===== src/rtl/video_timing_pkg.sv =====
// Shared video timing defaults, sizing helpers and RGB565 expansion
// for the frame-buffer scan-out path.
package video_timing_pkg;

   localparam int DEF_H_ACTIVE = 640;
   localparam int DEF_H_FP     = 16;
   localparam int DEF_H_SYNC   = 96;
   localparam int DEF_H_BP     = 48;
   localparam int DEF_V_ACTIVE = 480;
   localparam int DEF_V_FP     = 10;
   localparam int DEF_V_SYNC   = 2;
   localparam int DEF_V_BP     = 33;

   typedef struct packed {
      logic [7:0] r;
      logic [7:0] g;
      logic [7:0] b;
   } rgb888_t;

   // One delayed raster sample travelling alongside its SRAM read.
   typedef struct packed {
      logic active;
      logic hs;
      logic vs;
   } raster_tap_t;

   localparam raster_tap_t IDLE_TAP = '{active: 1'b0, hs: 1'b1, vs: 1'b1};

   function automatic int total(input int active, input int fp, input int sync, input int bp);
      return active + fp + sync + bp;
   endfunction

   function automatic int clog2(input int n);
      int r;
      r = 0;
      for (int i = 0; i < 31; i++)
         if ((1 << i) < n) r = i + 1;
      return r;
   endfunction

   // Replicate the MSBs into the low bits so full-scale 565 maps to 8'hFF.
   function automatic rgb888_t rgb565_expand(input logic [15:0] d);
      rgb888_t px;
      px.r = {d[15:11], d[15:13]};
      px.g = {d[10:5],  d[10:9]};
      px.b = {d[4:0],   d[4:2]};
      return px;
   endfunction

endpackage


===== src/rtl/vga_timing_gen.sv =====
// Raster h/v counters with raw syncs, active flag and frame-wrap pulse,
// advancing only on pixel-enable ticks.
module vga_timing_gen
   import video_timing_pkg::*;
#(
   parameter int H_ACTIVE = DEF_H_ACTIVE,
   parameter int H_FP     = DEF_H_FP,
   parameter int H_SYNC   = DEF_H_SYNC,
   parameter int H_BP     = DEF_H_BP,
   parameter int V_ACTIVE = DEF_V_ACTIVE,
   parameter int V_FP     = DEF_V_FP,
   parameter int V_SYNC   = DEF_V_SYNC,
   parameter int V_BP     = DEF_V_BP,
   parameter int HW       = clog2(total(H_ACTIVE, H_FP, H_SYNC, H_BP)),
   parameter int VW       = clog2(total(V_ACTIVE, V_FP, V_SYNC, V_BP))
) (
   input  logic          clk,
   input  logic          reset,
   input  logic          pix_en,
   output logic [HW-1:0] h,
   output logic [VW-1:0] v,
   output logic          active,
   output logic          hs_raw,
   output logic          vs_raw,
   output logic          frame_wrap
);

   localparam int H_TOTAL = total(H_ACTIVE, H_FP, H_SYNC, H_BP);
   localparam int V_TOTAL = total(V_ACTIVE, V_FP, V_SYNC, V_BP);

   logic h_last, v_last;

   assign h_last = (h == HW'(H_TOTAL - 1));
   assign v_last = (v == VW'(V_TOTAL - 1));

   always_ff @(posedge clk) begin
      if (reset) begin
         h <= '0;
         v <= '0;
      end else if (pix_en) begin
         if (h_last) begin
            h <= '0;
            v <= v_last ? '0 : v + 1'b1;
         end else begin
            h <= h + 1'b1;
         end
      end
   end

   always_comb begin
      active     = (h < HW'(H_ACTIVE)) && (v < VW'(V_ACTIVE));
      hs_raw     = !((h >= HW'(H_ACTIVE + H_FP)) && (h < HW'(H_ACTIVE + H_FP + H_SYNC)));
      vs_raw     = !((v >= VW'(V_ACTIVE + V_FP)) && (v < VW'(V_ACTIVE + V_FP + V_SYNC)));
      frame_wrap = pix_en && !reset && h_last && v_last;
   end

endmodule


===== src/rtl/vga_frame_reader.sv =====
// SRAM frame-buffer scan-out: issues pixel reads ahead of the beam and
// realigns syncs with the returning RGB565 data.
module vga_frame_reader
   import video_timing_pkg::*;
#(
   parameter int                H_ACTIVE = DEF_H_ACTIVE,
   parameter int                H_FP     = DEF_H_FP,
   parameter int                H_SYNC   = DEF_H_SYNC,
   parameter int                H_BP     = DEF_H_BP,
   parameter int                V_ACTIVE = DEF_V_ACTIVE,
   parameter int                V_FP     = DEF_V_FP,
   parameter int                V_SYNC   = DEF_V_SYNC,
   parameter int                V_BP     = DEF_V_BP,
   parameter int                ADDR_W   = 20,
   parameter logic [ADDR_W-1:0] FB_BASE  = '0,
   parameter int                RD_LAT   = 2
) (
   input  logic              clk,
   input  logic              reset,
   input  logic              pix_en,
   input  logic              scale2x,
   output logic              rd_req,
   output logic [ADDR_W-1:0] rd_addr,
   input  logic [15:0]       rd_data,
   output logic              vga_hs,
   output logic              vga_vs,
   output logic              vga_blank_n,
   output logic [7:0]        vga_r,
   output logic [7:0]        vga_g,
   output logic [7:0]        vga_b,
   output logic              frame_start
);

   localparam int HW = clog2(total(H_ACTIVE, H_FP, H_SYNC, H_BP));
   localparam int VW = clog2(total(V_ACTIVE, V_FP, V_SYNC, V_BP));
   localparam int XB = clog2(H_ACTIVE);

   logic [HW-1:0]     h;
   logic [VW-1:0]     v;
   logic              active, hs_raw, vs_raw;
   logic              scale_q;
   logic [ADDR_W-1:0] xs, ys, addr_calc, addr_q;
   raster_tap_t       pipe [RD_LAT];
   raster_tap_t       tap;
   rgb888_t           px;

   vga_timing_gen #(
      .H_ACTIVE(H_ACTIVE), .H_FP(H_FP), .H_SYNC(H_SYNC), .H_BP(H_BP),
      .V_ACTIVE(V_ACTIVE), .V_FP(V_FP), .V_SYNC(V_SYNC), .V_BP(V_BP),
      .HW(HW), .VW(VW)
   ) u_timing (
      .clk        (clk),
      .reset      (reset),
      .pix_en     (pix_en),
      .h          (h),
      .v          (v),
      .active     (active),
      .hs_raw     (hs_raw),
      .vs_raw     (vs_raw),
      .frame_wrap (frame_start)
   );

   always_comb begin
      xs        = scale_q ? ADDR_W'(h >> 1) : ADDR_W'(h);
      ys        = scale_q ? ADDR_W'(v >> 1) : ADDR_W'(v);
      addr_calc = FB_BASE + (ys << XB) + xs;
      rd_req    = pix_en && !reset && active;
      rd_addr   = rd_req ? addr_calc : addr_q;
      tap       = pipe[RD_LAT-1];
      px        = rgb565_expand(rd_data);
   end

   // Mode only changes at the top-left tick so a frame never mixes scales.
   always_ff @(posedge clk) begin
      if (reset) begin
         scale_q <= 1'b0;
         addr_q  <= FB_BASE;
      end else if (pix_en) begin
         if (rd_req) addr_q <= addr_calc;
         if (h == '0 && v == '0) scale_q <= scale2x;
      end
   end

   always_ff @(posedge clk) begin
      if (reset) begin
         for (int i = 0; i < RD_LAT; i++) pipe[i] <= IDLE_TAP;
      end else if (pix_en) begin
         pipe[0] <= '{active: active, hs: hs_raw, vs: vs_raw};
         for (int i = 1; i < RD_LAT; i++) pipe[i] <= pipe[i-1];
      end
   end

   always_ff @(posedge clk) begin
      if (reset) begin
         vga_hs      <= 1'b1;
         vga_vs      <= 1'b1;
         vga_blank_n <= 1'b0;
         vga_r       <= '0;
         vga_g       <= '0;
         vga_b       <= '0;
      end else if (pix_en) begin
         vga_hs      <= tap.hs;
         vga_vs      <= tap.vs;
         vga_blank_n <= tap.active;
         vga_r       <= tap.active ? px.r : 8'h00;
         vga_g       <= tap.active ? px.g : 8'h00;
         vga_b       <= tap.active ? px.b : 8'h00;
      end
   end

endmodule


===== config.mk =====
export PLATFORM = sky130hd
export DESIGN_NAME = vga_frame_reader
export DESIGN_NICKNAME = d
export VERILOG_FILES = /design/src/rtl/video_timing_pkg.sv /design/src/rtl/vga_timing_gen.sv /design/src/rtl/vga_frame_reader.sv
export SDC_FILE = /design/constraint.sdc
export NUM_CORES = 1
export LEC_CHECK = 0
export BUFFER_PORTS_ARGS = -buffer_cell sky130_fd_sc_hd__buf_2
export CELL_PAD_IN_SITES_DETAIL_PLACEMENT = 1
export CELL_PAD_IN_SITES_GLOBAL_PLACEMENT = 2
export CORE_ASPECT_RATIO = 0.7
export CORE_MARGIN = 1.5
export CORE_UTILIZATION = 35
export CTS_BUF_LIST = sky130_fd_sc_hd__clkbuf_16
export DETAILED_ROUTE_END_ITERATION = 7
export PLACE_DENSITY_LB_ADDON = 0.08
export SETUP_SLACK_MARGIN = 0.02
export SLEW_MARGIN = 15
export SYNTH_ARGS = -nofsm -noshare
export SYNTH_HDL_FRONTEND = slang
export SYNTH_SLANG_ARGS = --single-unit

===== constraint.sdc =====
create_clock -name clk -period 5.18 [get_ports clk]
set_input_delay 0.259 -clock clk [delete_from_list [all_inputs] [get_ports clk]]
set_output_delay 0.259 -clock clk [all_outputs]
set_load 0.05 [all_outputs]

==> results of run 1 <==
==> area by class of cell <==
class / instances / area, um^2
Multi-Input combinational cell: 236 / 1568
Clock buffer: 9 / 225.2
Fill cell: 1039 / 4881
Sequential cell: 66 / 1381
Clock inverter: 7 / 62.56
Inverter: 8 / 30.03
Timing Repair Buffer: 70 / 355.3
Tap cell: 120 / 150.1
==> worst max-delay path, cell delays in order (launching register included) <==
cell	delay (ps)
dfxtp_1	390
and4_1	300
nor4_2	270
buf_4	400
mux2_2	380
buf_2	210
==> path summary, 6_finish.rpt <==
path | slack (ps) | start | cells past startpoint | endpoint
setup / recovery | 2630 | u_timing.v[7] | 5 | rd_addr[18]
hold / removal | 130 | rd_data[9] | 2 | vga_g[6]
setup reg to reg | 3030 | u_timing.h[1] | 5 | u_timing.v[4]
hold reg to reg | 470 | vga_blank_n | 1 | vga_blank_n
==> Yosys cell counts, types with 11 or more instances <==
cell type and count:
a211oi_1 17, a21oi_1 25, a22o_1 16, buf_2 13, buf_4 11, clkbuf_1 15
dfxtp_1 60, mux2i_1 22, nand3_1 11, nor2_1 50
==> through the flow <==
stage	hold WS (ps)	setup slack (ps)	total power [mW]	util [%]	area, um^2
after floorplan	384.7	2706	0.6720	-	3186
after global placement	441.0	2855	0.7038	40.24	3482
after detailed placement	447.3	2814	0.7066	40.24	3482
after CTS	124.3	2617	1.307	43.57	3770
after global routing	131.2	2518	1.345	43.59	3772
final	134.6	2626	1.284	43.59	3772
==> power by group through the flow <==
stage | Sequential [mW] | Combinational [mW] | Clock (mW)
4_1_cts | 0.545 | 0.151 | 0.610
3_5_place_dp | 0.556 | 0.151 | 0
2_1_floorplan | 0.565 | 0.107 | 0
6_report | 0.545 | 0.149 | 0.589
5_1_grt | 0.547 | 0.161 | 0.638
3_3_place_gp | 0.555 | 0.149 | 0
==> routing by layer <==
metal  share of wire, %  up-vias
met5                  0        -
met2                 45       36
li1                   -     1317
met3                2.7       12
met1                 51     1223
met4                1.7        0
==> sequential cells by signal (all words and copies together) (netlist names) <==
name and count:
addr_q 20, pipe 6, scale_q 1, u_timing.h 10
u_timing.v 10, vga_b 5, vga_blank_n 1, vga_g 6
vga_hs 1, vga_r 5, vga_vs 1
==> cells by family after synthesis <==
| family | after synthesis |
|---|---|
| AO/OA/AOI/OAI | 67 |
| XOR/XNOR | 11 |
| buffers and inverters | 48 |
| flip-flops | 66 |
| AND/OR/NAND/NOR | 130 |
| adder cells (fa/ha/maj) | 4 |
| multiplexers | 24 |
==> flow_summary.yaml, run 1 <==
cts:
  clock_sinks: 66
  ctsHoldBuffers: 0
  cts_resized: 0
  cts_tree: "built"
  clk_latency_ps: 340
  htree_levels: 3
  cts_buffers: 9
  clk_pin_slew_ps: 50
  cts-root-buf: "clkbuf_16"
  cts_setup_buffers: 0
  cts.path.max_buffers: 2
power_and_ir_drop:
  pwr-share-comb_pct: 11.6
  power_frac_seq_pct: 42.4
  clockPowerShare_pct: 45.9
  vdd_ir_drop_max_v: 0.0001628
  p_sw_mw: 0.3441
  power_switching_share_pct: 26.81
  internal_power_mw: 0.9396
  power.leakage_nw: 1.488
  powerDensity_nw_per_um2: 340.3
worst_setup_path:
  worstSetupPathType: "reg2out"
  cp_max_fo: 38
  end_kind: "output pin"
  startpoint_type: "flop"
  arrival_ps: 2300
  critPathRequiredTime_ps: 4920
synthesis:
  ys_seq_area_share_pct: 43.36
  synth_top_area_share_pct: 37.71
  syn_inst: 350
  synthMuxAreaShare_pct: 7.620
  synthAdderAreaFrac_pct: 1.571
  synth.area.top_cells: "dfxtp_1, mux2i_1, nor2_1, edfxtp_1, a22o_1"
  synth_simple_gate_area_share_pct: 22.27
  synth_top_family_by_area: "simple AND/OR/NAND/NOR gates"
  synth_ff_type: "dfxtp_1"
  ys_ff_latch: 66
  synth.avg_cell_area_um2: 9.102
  async_flop_share_pct: 0
  synth_edf_count: 6
  synth_compound_area_share_pct: 14.45
  yosys_warnings: 0
  synth_nets: 374
  synth_top_area_cell: "dfxtp_1"
  synth_area_um2: 3186
  synthDistinctLibCells: 45
  synth_xor_area_share_pct: 3.024
final_layout:
  layout.cells.non_filler: 516
  final_cell_mix: "buf_2, dfxtp_1, nor2_1"
  drive_gt1_share_pct: 22.98
  layout_commonest_cell: "buf_2"
  fin_nets: 415
  syn_to_final_growth_pct: 18.42
  diodes: 0
run_status:
  status: "complete, no violations"
timing:
  hold_violations: 0
  max_freq_ghz: 0.3915
  worst_pin_slew_ps: 1066
  slew_violations: 0
  finalCriticalPeriod_ps: 2554
  skew_ps: 7.488
  timing.final.crit_share_pct: 49.31
  fin_setup_tns_ps: 0
  maxSlewHeadroom_pct: 28.83
  rsz0062_at_grt: "no"
  setup_violations: 0
global_routing:
  grt_max_degree: 40
  top_usage_layer: "met2"
  use_met1_pct: 24.67
  grt_pass1_vias: 2670
  antenna_found_initial: 0
  use_met2_pct: 26.37
  grt.overflow.total: 0
  grt_pass1_wl_um: 13400
  grt.total_usage_pct: 17.88
  globalRouteMet3Util_pct: 5.109
routing:
  via_count: 2588
  wl_per_cell_um: 15.67
  drc: 0
  first_pass_iters: 4
  ant_nets: 0
  routed_wl_um: 8088
  vias_per_cell: 5.016
  dr.first_iter.drc_count: 131
floorplanning:
  io_pins: 69
  fp.coreArea_um2: 8653
  floorplan.initialDensity_pct: 36.81
  rows: 28
  die_x_um: 117.0
  die-area_um2: 9692
  die_h_um: 82.82
placed_design:
  post-dp-hpwl_um: 5529
  gp_congestion: 0.7749
  dp_cells: 500
  io_buffers: 68
run:
  max-cap-violations: 0
hold_path:
  hp-class: "in2reg"
(Power assumes the default switching activity.)
==> inputs of run 2 (changes only) <==
- ABC_AREA: unset -> 1
- CORE_UTILIZATION: 35 -> 31
- clock period: 5.18 -> 2.65 ns (I/O delays scaled with it)
==> flow_summary.yaml, run 2 <==
synthesis:
  synth.area.top_cells: "dfxtp_1, nand2_1, inv_1, edfxtp_1, a32o_1"
  async_flop_share_pct: 0
  synth.avg_cell_area_um2: 7.574
  synth_top_area_cell: "dfxtp_1"
  yosys_warnings: 0
  synth_top_family_by_area: "simple AND/OR/NAND/NOR gates"
  ys_ff_latch: 66
  synthDistinctLibCells: 38
  syn_inst: 465
  yosysMostFrequentCell: "nand2_1"
  synth_edf_count: 6
  synth_ff_type: "dfxtp_1"
  synth_nets: 489
  synthTopCellsByCount: "nand2_1, inv_1, dfxtp_1, nor2_1, o21ai_0"
  synth_area_um2: 3522
  synth_simple_gate_area_share_pct: 32.18
  synth_xor_area_share_pct: 1.243
  synthMuxAreaShare_pct: 0
  synth_compound_area_share_pct: 10.80
  synth_top_area_share_pct: 34.10
  ys_seq_area_share_pct: 39.22
  synthAdderAreaFrac_pct: 1.421
worst_setup_path:
  rr_worst_depth: 7
  worstSetupPathType: "reg2out"
  endpoint: "rd_addr[17]"
  cp_max_fo: 22
  timing.rr.start: "u_timing.v[5]"
  arrival_ps: 2170
  r2r-end: "addr_q[17]"
  end_kind: "output pin"
  reg2reg_slack_ps: 890
  crit_start: "u_timing.v[5]"
  critPathRequiredTime_ps: 2520
  startpoint_type: "flop"
floorplanning:
  floorplan.initialDensity_pct: 31.87
  die_x_um: 130.4
  fp.coreArea_um2: 11050
  die-area_um2: 12020
  rows: 32
  die_h_um: 92.18
  io_pins: 69
final_layout:
  fin_area_um2: 4155
  layout_commonest_cell: "nand2_1"
  final_cell_mix: "nand2_1, inv_1, buf_2"
  top_register: "addr_q"
  regArea_um2: 1381
  drive_gt1_share_pct: 25.81
  layout.cells.non_filler: 676
  multiInputGateArea_um2: 1615
  fin_nets: 542
  diodes: 0
  syn_to_final_growth_pct: 17.98
  fillers: 1430
  largest_register_ffs: 20
  reg_top3: "addr_q (20), u_timing.h (10), u_timing.v (10)"
cts:
  cts.path.max_buffers: 2
  cts_tree: "built"
  clock_sinks: 66
  cts_buffers: 9
  cts-root-buf: "clkbuf_16"
  htree_levels: 3
  clk_pin_slew_ps: 50
  clk_latency_ps: 340
  ctsHoldBuffers: 0
power_and_ir_drop:
  power_frac_seq_pct: 40.5
  clockPowerShare_pct: 43.8
  power.leakage_nw: 1.952
  internal_power_mw: 1.858
  vdd_ir_drop_max_v: 0.0003343
  power_switching_share_pct: 29.15
  powerDensity_nw_per_um2: 631.1
  p_sw_mw: 0.7646
  pwr-share-comb_pct: 15.8
timing:
  fin_setup_tns_ps: 0
  slew_violations: 0
  hold_violations: 0
  timing.final.crit_share_pct: 86.88
  max_freq_ghz: 0.4344
  maxSlewHeadroom_pct: 58.93
  setup_violations: 0
  skew_ps: 6.847
  worst_pin_slew_ps: 616.1
  rsz0062_at_grt: "no"
  finalCriticalPeriod_ps: 2302
  whs_ps: 44.27
placed_design:
  dpl_cell_area_um2: 3867
  gp_congestion: 0.7867
  post-dp-hpwl_um: 7114
  dp_cells: 660
  io_buffers: 68
routing:
  vias_per_cell: 4.682
  wl_per_cell_um: 14.29
  drc: 0
  ant_nets: 0
  via_count: 3165
  routed_wl_um: 9660
  first_pass_iters: 4
  dr.first_iter.drc_count: 152
global_routing:
  grt.total_usage_pct: 17.31
  grt_max_degree: 33
  grt_pass1_vias: 2978
  antenna_found_initial: 0
  grt.overflow.total: 0
  grt_pass1_wl_um: 15570
run:
  max-cap-violations: 0
run_status:
  status: "complete, no violations"
hold_path:
  hp-class: "in2reg"
-- run 2: cell count changes in the layout (fill, tap and decap cells not counted), moves of 9 or more --
cell	delta
a21oi_1	-16
nand3_1	+10
o21ai_0	+24
a32o_1	+16
nand2_1	+88
mux2i_1	-22
inv_1	+65
nor2_2	+13
nand2_2	+13
nand4_2	+9
nor2_1	-11
a211oi_1	-17
a22o_1	-15
-- run 2: critical path, cell delays in order, from the launching register on --
cell     delay, ps
dfxtp_1        490
nand2_2        130
nor3_4         200
inv_2          240
nand3_4        320
nand2_1        100
nand2_1         90
inv_1           40
buf_2          200
-- run 2: final cells by class --
class | instances | area share, %
timing repair buffer | 73 | 9.094
inverter | 79 | 7.438
tap | 153 | 4.607
multi-input combinational | 289 | 38.87
clock buffer | 9 | 5.420
sequential | 66 | 33.24
clock inverter | 7 | 1.325
-- run 2: worst min path at each step --
stage	from	end	slack, ps	cells past startpoint
global placement	rd_data[7]	vga_g[4]	380	2
floorplan	scale2x	scale_q	300	2
detailed placement	rd_data[10]	vga_g[1]	390	2
CTS	rd_data[8]	vga_g[5]	40	2
global route	rd_data[3]	vga_b[6]	30	2
finish	rd_data[6]	vga_g[3]	40	2
-- run 2: metrics by stage --
stage	setup WS, ps	total power [mW]	utilization, %
2_1_floorplan	563.0	1.404	-
3_3_place_gp	485.1	1.496	35.00
3_5_place_dp	431.5	1.502	35.00
4_1_cts	76.61	2.672	37.53
5_1_grt	128.1	2.755	37.60
6_report	347.7	2.622	37.60
-- run 2: logic make-up after synthesis --
logic type,Yosys count
flops,66
buf+inv,110
simple gates,224
compound gates,56
fa+ha+maj,4
xor+xnor,5
-- run 2: repair_timing --
item / in CTS / in global routing
setup endpoints to repair: 0 / 20
resized for setup: 0 / 1
setup buffers: 0 / 0
-- run 2: metal layers --
layer	track usage (%)	part of all wire, %	wire, um	vias to the layer above
met3	5.134	6.0	578	8
met1	25.76	54	5238	1490
met4	6.319	1.3	127	0
met2	23.03	38	3716	74
li1	-	-	-	1593
met5	0	0	0	-
-- run 2: power by group through the flow --
| stage | combinational, mW | clock (mW) | sequential (mW) |
|---|---|---|---|
| finish | 0.414 | 1.15 | 1.06 |
| global route | 0.452 | 1.24 | 1.06 |
| CTS | 0.420 | 1.19 | 1.06 |
| detailed placement | 0.420 | 0 | 1.08 |
| global placement | 0.415 | 0 | 1.08 |
| floorplan | 0.302 | 0 | 1.10 |
==> inputs of run 3 (changes only) <==
- ABC_AREA: 1 -> 0
- CORE_UTILIZATION: 31 -> 32
==> flow_summary.yaml, run 3 (same netlist as run 1, synthesis figures left out) <==
timing:
  whs_ps: 11.05
  timing.final.crit_share_pct: 91.27
  finalCriticalPeriod_ps: 2419
  fin_ws_ps: 231.3
  slew_violations: 0
  worst_pin_slew_ps: 641.4
  hold_violations: 0
  maxSlewHeadroom_pct: 57.24
  skew_ps: 5.119
  fin_setup_tns_ps: 0
  max_freq_ghz: 0.4134
  setup_violations: 0
  rsz0062_at_grt: "no"
floorplanning:
  fp.coreArea_um2: 9684
  floorplan.initialDensity_pct: 32.89
  io_pins: 69
  die_x_um: 122.3
  die-area_um2: 10570
  die_h_um: 86.48
  rows: 30
power_and_ir_drop:
  power_frac_seq_pct: 42.1
  power.leakage_nw: 1.509
  clockPowerShare_pct: 45.8
  power_mw: 2.507
  vdd_ir_drop_max_v: 0.0002937
  internal_power_mw: 1.839
  p_sw_mw: 0.6686
  power_switching_share_pct: 26.67
  pwr-share-comb_pct: 12.2
  powerDensity_nw_per_um2: 658.3
placed_design:
  post-dp-hpwl_um: 5589
  dpl_cell_area_um2: 3522
  gp_congestion: 0.7366
  io_buffers: 68
  dp_slack_ps: 574.9
  dp_cells: 512
cts:
  clk_latency_ps: 330
  cts_resized: 0
  cts_buffers: 9
  cts.path.max_buffers: 2
  cts_tree: "built"
  clock_sinks: 66
  htree_levels: 3
  clk_pin_slew_ps: 50
  ctsHoldBuffers: 0
  cts-root-buf: "clkbuf_16"
  cts_setup_buffers: 0
global_routing:
  grt_pass1_wl_um: 13020
  grt_max_degree: 39
  grt_pass1_vias: 2536
  grt.total_usage_pct: 16.07
  grt.overflow.total: 0
  antenna_found_initial: 0
final_layout:
  fin_area_um2: 3809
  layout_commonest_cell: "buf_2"
  layout.cells.non_filler: 528
  fin_nets: 419
  fillers: 1145
  reg_top3: "addr_q (20), u_timing.h (10), u_timing.v (10)"
  syn_to_final_growth_pct: 19.56
  final_cell_mix: "buf_2, dfxtp_1, nor2_1"
  largest_register_ffs: 20
  fin_util_pct: 39.33
  diodes: 0
  top_register: "addr_q"
  drive_gt1_share_pct: 24.00
routing:
  routed_wl_um: 8033
  ant_nets: 0
  wl_per_cell_um: 15.21
  first_pass_iters: 4
  drc: 0
  dr.first_iter.drc_count: 114
  via_count: 2637
  vias_per_cell: 4.994
worst_setup_path:
  timing.rr.start: "u_timing.h[1]"
  cp_max_fo: 38
  worstSetupPathType: "reg2out"
  end_kind: "output pin"
  crit_start: "u_timing.v[5]"
  rr_worst_depth: 5
  critPathRequiredTime_ps: 2520
  crit_chain: "and4_1 -> nor4_2 -> buf_4 -> mux2_2 -> buf_2"
  startpoint_type: "flop"
  critPathMaxStageDelay_ps: 410
  arrival_ps: 2290
  crit_slowest_cell: "dfxtp_1"
run_status:
  status: "complete, no violations"
hold_path:
  hold_depth: 2
  min_from: "rd_data[14]"
  hp-class: "in2reg"
run:
  max-cap-violations: 0
-- run 3: cell type report --
cell class	instances	area (um^2)	area share [%]
Sequential cell	66	1381	36.27
Multi-Input combinational cell	236	1565	41.10
Clock buffer	9	225.2	5.913
Timing Repair Buffer	74	385.4	10.12
Tap cell	128	160.2	4.205
Clock inverter	7	61.31	1.610
Inverter	8	30.03	0.7884
-- run 3: final timing paths --
kind | slack, ps | endpoint
hold / removal | 10 | vga_r[6]
setup / recovery | 230 | rd_addr[18]
setup reg to reg | 580 | u_timing.v[9]
hold reg to reg | 450 | vga_hs
-- run 3: power by group through the flow --
stage / Combinational (mW) / Sequential [mW] / Clock, mW
finish: 0.305 / 1.05 / 1.15
detailed placement: 0.309 / 1.08 / 0
global route: 0.329 / 1.06 / 1.22
floorplan: 0.209 / 1.10 / 0
global placement: 0.305 / 1.07 / 0
CTS: 0.310 / 1.05 / 1.18
-- run 3: per-layer routing --
metal | vias to the layer above | GRT usage, % | wire, um
met5 | - | 0 | 0
met4 | 0 | 5.708 | 118
met2 | 32 | 24.17 | 3510
met3 | 10 | 4.342 | 219
li1 | 1327 | - | -
met1 | 1268 | 22.20 | 4184
-- run 3: critical path: cells and delay by family, from the launching register on --
kind	cells	cell delay, ps
muxes	1	370
and+or+nand+nor	2	560
buffers and inverters	2	600
DFF	1	410
